===== config.mk =====
export PLATFORM = sky130hd
export DESIGN_NAME = toggle_event_decoder_flat
export DESIGN_NICKNAME = d
export VERILOG_FILES = /design/src/rtl/toggle_event_decoder_if.sv /design/src/rtl/toggle_event_decoder.sv /design/src/flat_wrapper.sv
export SDC_FILE = /design/constraint.sdc
export NUM_CORES = 1
export LEC_CHECK = 0
export BUFFER_PORTS_ARGS = -buffer_cell sky130_fd_sc_hd__buf_4
export CAP_MARGIN = 20
export CORE_MARGIN = 2
export CORE_UTILIZATION = 45
export CTS_BUF_LIST = sky130_fd_sc_hd__clkbuf_16
export CTS_CLUSTER_SIZE = 12
export DETAILED_ROUTE_END_ITERATION = 6
export PLACE_DENSITY = 0.8
export SETUP_SLACK_MARGIN = 0.5
export SLEW_MARGIN = 10
export SYNTH_ARGS = -nofsm -noshare
export SYNTH_HDL_FRONTEND = slang
export SYNTH_SLANG_ARGS = --single-unit

===== constraint.sdc =====
create_clock -name clk -period 2.6 [get_ports clk]
set_input_delay 0.52 -clock clk [delete_from_list [all_inputs] [get_ports clk]]
set_output_delay 0.52 -clock clk [all_outputs]
set_load 0.03 [all_outputs]

===== src/rtl/toggle_event_decoder_if.sv =====
// rtl/toggle_event_decoder_if.sv - pending-event valid/ready handshake bundle
interface toggle_event_decoder_if #(
    parameter int CNT_W = 4
) ();
    logic             evt_valid;
    logic             evt_ready;
    logic [CNT_W-1:0] evt_count;

    modport master (output evt_valid, output evt_count, input evt_ready);
    modport slave  (input evt_valid, input evt_count, output evt_ready);
endinterface


===== src/rtl/toggle_event_decoder.sv =====
// rtl/toggle_event_decoder.sv - recovers events from a toggle-encoded level
// Synchronises the toggle, detects each level change, counts pending events.
module toggle_event_decoder #(
    parameter int SYNC_STAGES = 2,
    parameter int CNT_W       = 4
) (
    input  logic clk,
    input  logic rst_n,
    input  logic tog_in,
    input  logic clr_ovf,
    output logic tog_level,
    output logic evt_pulse,
    output logic overflow,
    toggle_event_decoder_if.master evt
);
    localparam int              WW      = $clog2(SYNC_STAGES + 2) + 1;
    localparam logic [WW-1:0]   ARM_AT  = WW'(SYNC_STAGES);
    localparam logic [CNT_W-1:0] CNT_MAX = {CNT_W{1'b1}};

    typedef enum logic {ST_WARMUP, ST_ARMED} state_t;

    state_t                 state_q, state_d;
    logic [WW-1:0]          warm_q, warm_d;
    logic [SYNC_STAGES-1:0] sync_q;
    logic                   prev_q;
    logic                   pulse_q;
    logic [CNT_W-1:0]       cnt_q, cnt_d;
    logic                   ovf_q, ovf_d;
    logic                   armed;
    logic                   evt_det;
    logic                   accept;

    assign tog_level     = sync_q[SYNC_STAGES-1];
    assign evt_pulse     = pulse_q;
    assign overflow      = ovf_q;
    assign evt.evt_count = cnt_q;
    assign evt.evt_valid = (cnt_q != '0);

    assign armed   = (state_q == ST_ARMED);
    assign evt_det = armed & (tog_level ^ prev_q);
    assign accept  = evt.evt_valid & evt.evt_ready;

    always_ff @(posedge clk or negedge rst_n) begin
        if (!rst_n) begin
            state_q <= ST_WARMUP;
            warm_q  <= '0;
            sync_q  <= '0;
            prev_q  <= 1'b0;
            pulse_q <= 1'b0;
            cnt_q   <= '0;
            ovf_q   <= 1'b0;
        end else begin
            state_q <= state_d;
            warm_q  <= warm_d;
            sync_q  <= {sync_q[SYNC_STAGES-2:0], tog_in};
            prev_q  <= tog_level;
            pulse_q <= evt_det;
            cnt_q   <= cnt_d;
            ovf_q   <= ovf_d;
        end
    end

    // Stay unarmed until the baseline register holds the first post-reset sample.
    always_comb begin
        state_d = state_q;
        warm_d  = warm_q;
        if (state_q == ST_WARMUP) begin
            warm_d = warm_q + 1'b1;
            if (warm_q == ARM_AT) begin
                state_d = ST_ARMED;
            end
        end
    end

    // A simultaneous event and accept cancel out, even at saturation.
    always_comb begin
        cnt_d = cnt_q;
        ovf_d = ovf_q;
        if (clr_ovf) begin
            ovf_d = 1'b0;
        end
        if (evt_det && !accept) begin
            if (cnt_q == CNT_MAX) begin
                ovf_d = 1'b1;
            end else begin
                cnt_d = cnt_q + 1'b1;
            end
        end else if (accept && !evt_det) begin
            cnt_d = cnt_q - 1'b1;
        end
    end
endmodule


===== src/flat_wrapper.sv =====
// flat-port wrapper written by rule: the top's interface ports become plain ports
module toggle_event_decoder_flat 
#(
    parameter int SYNC_STAGES = 2,
    parameter int CNT_W       = 4
)
  (clk, rst_n, tog_in, clr_ovf, tog_level, evt_pulse, overflow, evt_evt_valid, evt_evt_count, evt_evt_ready);
  toggle_event_decoder_if #(.CNT_W(CNT_W)) evt_i ();
  input  logic clk;
  input  logic rst_n;
  input  logic tog_in;
  input  logic clr_ovf;
  output logic tog_level;
  output logic evt_pulse;
  output logic overflow;
  output wire logic [$bits(evt_i.evt_valid)-1:0] evt_evt_valid;
  output wire logic [$bits(evt_i.evt_count)-1:0] evt_evt_count;
  input wire logic [$bits(evt_i.evt_ready)-1:0] evt_evt_ready;
  assign evt_evt_valid = evt_i.evt_valid;
  assign evt_evt_count = evt_i.evt_count;
  assign evt_i.evt_ready = evt_evt_ready;
  toggle_event_decoder #(.SYNC_STAGES(SYNC_STAGES), .CNT_W(CNT_W)) u_core (.clk(clk), .rst_n(rst_n), .tog_in(tog_in), .clr_ovf(clr_ovf), .tog_level(tog_level), .evt_pulse(evt_pulse), .overflow(overflow), .evt(evt_i));
endmodule

Word level (Yosys, flattened, before mapping)
Cells that the tools add are included.
- bits in registers: 13
- input port bits: 5
- logic and storage cells: 31
- add/sub/neg operators: 3
- eq/ne operators: 3
- mux-type cells: 8
- bitwise logic cells: 3
- reductions and logical operators: 7
- operators with widths (kind ; count):
    two-way mux 4 bit ; 3
    two-way mux 1 bit ; 5
    adder 4 x 1 -> 4 bit, second input constant ; 1
    equality test 4 bit, second input constant ; 1
    nonzero test 4 bit ; 1
    subtractor 4 x 1 -> 4 bit, second input constant ; 1
    adder 3 x 1 -> 3 bit, second input constant ; 1
    equality test 3 x 2 -> 1 bit, second input constant ; 1
    bitwise AND 1 bit ; 2
    logical AND 1 bit ; 2
    zero test 1 bit ; 2
    != test 2 bit, second input constant ; 1
    AND reduction 2 bit ; 1
    nonzero test 2 bit ; 1
    XOR 1 bit ; 1

Longest topological paths before layout
- depth in word-level cells: 6
- gate-level depth with buffers: 8

Worst setup path before layout
OpenSTA, ideal clock, no wires.
- path kind: register to register
- start: reg u_core.cnt_q[1], in the netlist u_core.evt.evt_count[1]
- end: reg u_core.cnt_q[3], in the netlist u_core.evt.evt_count[3]
- arrival: 2159 ps
- required time: 2519 ps
- slack: 360 ps
- cell stages (with the launch flop): 8
- path buffers: 0
- clock period less this slack: 2240 ps
- cell sequence: dfrtp_1 > o41ai_2 > nand2_1 > ha_1 > a21o_2 > a21oi_1 > mux2i_1 > xor2_1
- longest elaborated chain between the ends: 6
- RTL lines (what ; line ; RTL):
    from (decl) ; toggle_event_decoder.sv:27 ; logic [CNT_W-1:0] cnt_q, cnt_d;
    from (signal assigned) ; toggle_event_decoder.sv:58 ; cnt_q <= cnt_d;
    nonzero test 4 bit ; toggle_event_decoder.sv:37 ; assign evt.evt_valid = (cnt_q != '0);
    bitwise AND 1 bit ; toggle_event_decoder.sv:41 ; assign accept = evt.evt_valid & evt.evt_ready;
    zero test 1 bit ; toggle_event_decoder.sv:82 ; if (evt_det && !accept) begin
    logical AND 1 bit ; toggle_event_decoder.sv:82 ;
    != test 2 bit (no line) / nonzero test 2 bit (equally long branches) ; n/a ;
    AND reduction 2 bit (no line) ; n/a ;
Parallel ways exist; a longest one is shown, timed or not. The select of a mux whose other input is x is not followed.
A chain may end at the register's enable or synchronous reset.

Worst setup path after layout
- start: reg u_core.cnt_q[1], in the netlist u_core.evt.evt_count[1]
- end: out evt_evt_valid
- longest elaborated chain between the ends: 1
- RTL lines (what ; line ; RTL):
    nonzero test 4 bit ; toggle_event_decoder.sv:37 ;
    to (decl) ; flat_wrapper.sv:16 ; output wire logic [$bits(evt_i.evt_valid)-1:0] evt_evt_valid;
No other way between the ends.

==> flow_summary_export.csv <==
group,metric,value,unit
grt,antenna_found_initial,0,
setup_path,crit_path_end_kind,"primary output",
sta,maxSlewHeadroom,79.48,%
clock_network,root_buffer,"clkbuf_16",
floorplanning,io_pins,13,
cells_and_area,layout.nets,78,
cells_and_area,antenna_cells,0,
floorplanning,core-area,1269,µm²
sta,rsz0062_at_grt,"true",
synthesis,yosysMostFrequentCell,"dfrtp_1",
synthesis,ys_seq_area_share,54.05,%
setup_path,slowest_stage,"or4_2",
sta,clock_skew,0.0009320,ns
route,met2_length,549,µm
worst_hold_path,hold_path_class,"in2async",
pwr,peakVddDrop,0.5443,mV
synthesis,netlist_instances,46,
setup_path,critPathMaxStageDelay,0.68,ns
floorplanning,initial_core_util,47.44,%
sta,setup_violations,0,
synthesis,synth_top_flop_cell,"dfrtp_1",
synthesis,ys_types,21,
setup_path,critPathKind,"reg2out",
route,drt_iter0_markers,3,
cells_and_area,area_delta_synth_final,48.02,%
route,drt-met1-wl,468,µm
clock_network,clockBufferDepth,2,
cells_and_area,drive_gt1_share,53.73,%
route,met3WireLength,78,µm
clock_network,cts_made_buffers,3,
route,firstDrtPassIters,4,
route,drc_errors,0,
synthesis,synth-edff-count,0,
grt,first_global_vias,413,
clock_network,clk_latency,0.24,ns
sta,hold_viol_final,0,
sta,drv_slew,0,
place,portBuffers,12,
route,avgViaCountPerCell,5.207,
clock_network,cts_tree,"yes",
route,wl_per_cell,13.61,µm
route,route.vias.total,427,
route,highest_layer,"met4",
setup_path,cp-start-kind,"flop",
grt,grt_remaining_overflow,0,
place,hpwlAfterDp,743.2,µm
pwr,p_leak,0.0004079,µW
sta,fin_crit,2.062,ns
route,drtAntennaViolNets,0,
synthesis,yosysWarningCount,0,
synthesis,syn_area,601.8,µm²
sta,post-route-period-util,79.30,%
flow_run,cap_viol_max_count,0,
cells_and_area,fin_util,70.22,%
setup_path,worst_ep_required_time,2.08,ns
synthesis,synth_largest_area_cell,"dfrtp_1",
clock_network,cts_sinks,13,
pwr,powerDensity,1148,nW/µm²
sta,setup-tns-final,0,ns
synthesis,synth-seq-cells,13,
synthesis,synth_top_area_share,54.05,%
sta,timing.fmax,485.0,MHz
floorplanning,row_count,13,
cells_and_area,fin_area,890.9,µm²
clock_network,holdBufCountCts,0,
synthesis,synth_area_leaders,"dfrtp_1 54%, ha_1 8.3%, xor2_1 5.8%",
grt,grt_max_degree,14,
place,placed_cell_area,728.2,µm²
setup_path,cp_num_buf_inv,1,
place,gp_congestion,0.7144,
status,status,"finished clean",
clock_network,htreeDepth,1,
floorplanning,die_area,1646,µm²
floorplanning,fp.dieW,40.57,µm
grt,grt_pass1_wl,1.821,mm
synthesis,post_synth.cell_area_avg,13.08,µm²
synthesis,ys_async_sr_fraction,100.0,%
setup_path,arrival,1.54,ns
setup_path,path_cells,"or4_2 -> buf_6",
synthesis,synthTopCellsByCount,"13 x dfrtp_1, 4 x ha_1, 4 x xor2_1",
cells_and_area,fill_cells,92,
setup_path,critical-path-top-delay-family,"simple AND/OR/NAND/NOR gates",
route,wirelength,1.116,mm
grt,grt_use_total,18.07,%
sta,tightest_slew,0.3068,ns
floorplanning,die_h,40.57,µm
setup_path,crit_fanout,6,
synthesis,synth.net_count,56,
clock_network,path_clk_slew,0.04,ns
## cells in the final DEF, fill, tap and decap left out
master / instances
nand2_1: 1
o21ai_0: 1
nand4_1: 2
ha_4: 2
inv_1: 4
xor2_2: 1
xnor2_1: 2
fa_2: 1
clkbuf_16: 3
a21oi_2: 1
mux2i_1: 1
or4_2: 1
nor2b_1: 1
and2_1: 1
o41ai_4: 1
dfrtp_2: 4
buf_4: 17
a21o_1: 1
mux2_1: 2
o22ai_1: 1
dfrtp_1: 9
a21o_2: 2
ha_1: 2
nand2_2: 2
xor2_1: 3
buf_6: 1
## report_power, final
group / internal, µW / switching [µW]
Clock: 202 / 78.5
Combinational: 209 / 210
Sequential: 251 / 72.7
Total: 662 / 361
## layout make-up
class / count / area (µm²) / share of cell area, %
inverter: 3 / 11.26 / 1.264
multi-input combinational: 29 / 312.8 / 35.11
clock buffer: 3 / 75.07 / 8.427
clock inverter: 1 / 3.754 / 0.4213
tap: 15 / 18.77 / 2.107
timing repair buffer: 18 / 138.9 / 15.59
sequential: 13 / 330.3 / 37.08
## repair_timing
item / in CTS / in global routing
buffers inserted: 2 / 4
endpoints found under the setup margin: 1 / 3
gates resized for setup: 0 / 5
pin swaps: 2 / 4
## cells by family (layout without fill, tap and decap cells)
group / count (synthesis) / after routing / share of synthesized area (%)
flip-flops: 13 / 13 / 54.05
AND/OR/NAND/NOR: 8 / 8 / 7.903
AO/OA/AOI/OAI: 7 / 7 / 9.564
XOR/XNOR: 6 / 6 / 8.732
adder cells (fa/ha/maj): 5 / 5 / 11.64
buffers and inverters: 4 / 25 / 2.702
multiplexers: 3 / 3 / 5.405
## path summary, 6_finish.rpt
kind | from | to | slack, ns | depth (start not counted)
setup / recovery | u_core.evt.evt_count[1] | evt_evt_valid | 0.54 | 2
hold / removal | rst_n | u_core.warm_q[2] | 0.12 | 1
setup reg to reg | u_core.evt.evt_count[1] | u_core.evt.evt_count[3] | 0.56 | 7
hold reg to reg | u_core.sync_q[0] | u_core.sync_q[1] | 0.35 | 0
max in group asynchronous | rst_n | u_core.evt.evt_count[3] | 2.30 | 1
min in group clk | u_core.sync_q[0] | u_core.sync_q[1] | 0.35 | 0
## through the flow
step	hold slack, ns	cells	setup WS (ns)	power, µW
after floorplan	0.2244	46	0.5148	553.2
after global placement	0.3350	72	0.4873	658.5
after detailed placement	0.3397	72	0.4443	664.6
after CTS	0.1188	78	0.5269	956.9
after global routing	0.1243	82	0.4775	1085
final	0.1187	82	0.5381	1023
## metal layers
layer	GRT usage, %	vias to the layer above
li1	-	198
met1	21.99	212
met2	28.57	15
met3	6.667	2
met4	7.500	0
met5	0	-
## flip-flops by register name, summed over array words and instances (netlist names)
register / cells
u_core.overflow: 1
u_core.armed: 1
u_core.sync_q: 2
u_core.prev_q: 1
u_core.evt_pulse: 1
u_core.evt.evt_count: 4
u_core.warm_q: 3
No activity file was read; power rests on OpenSTA's default activity.
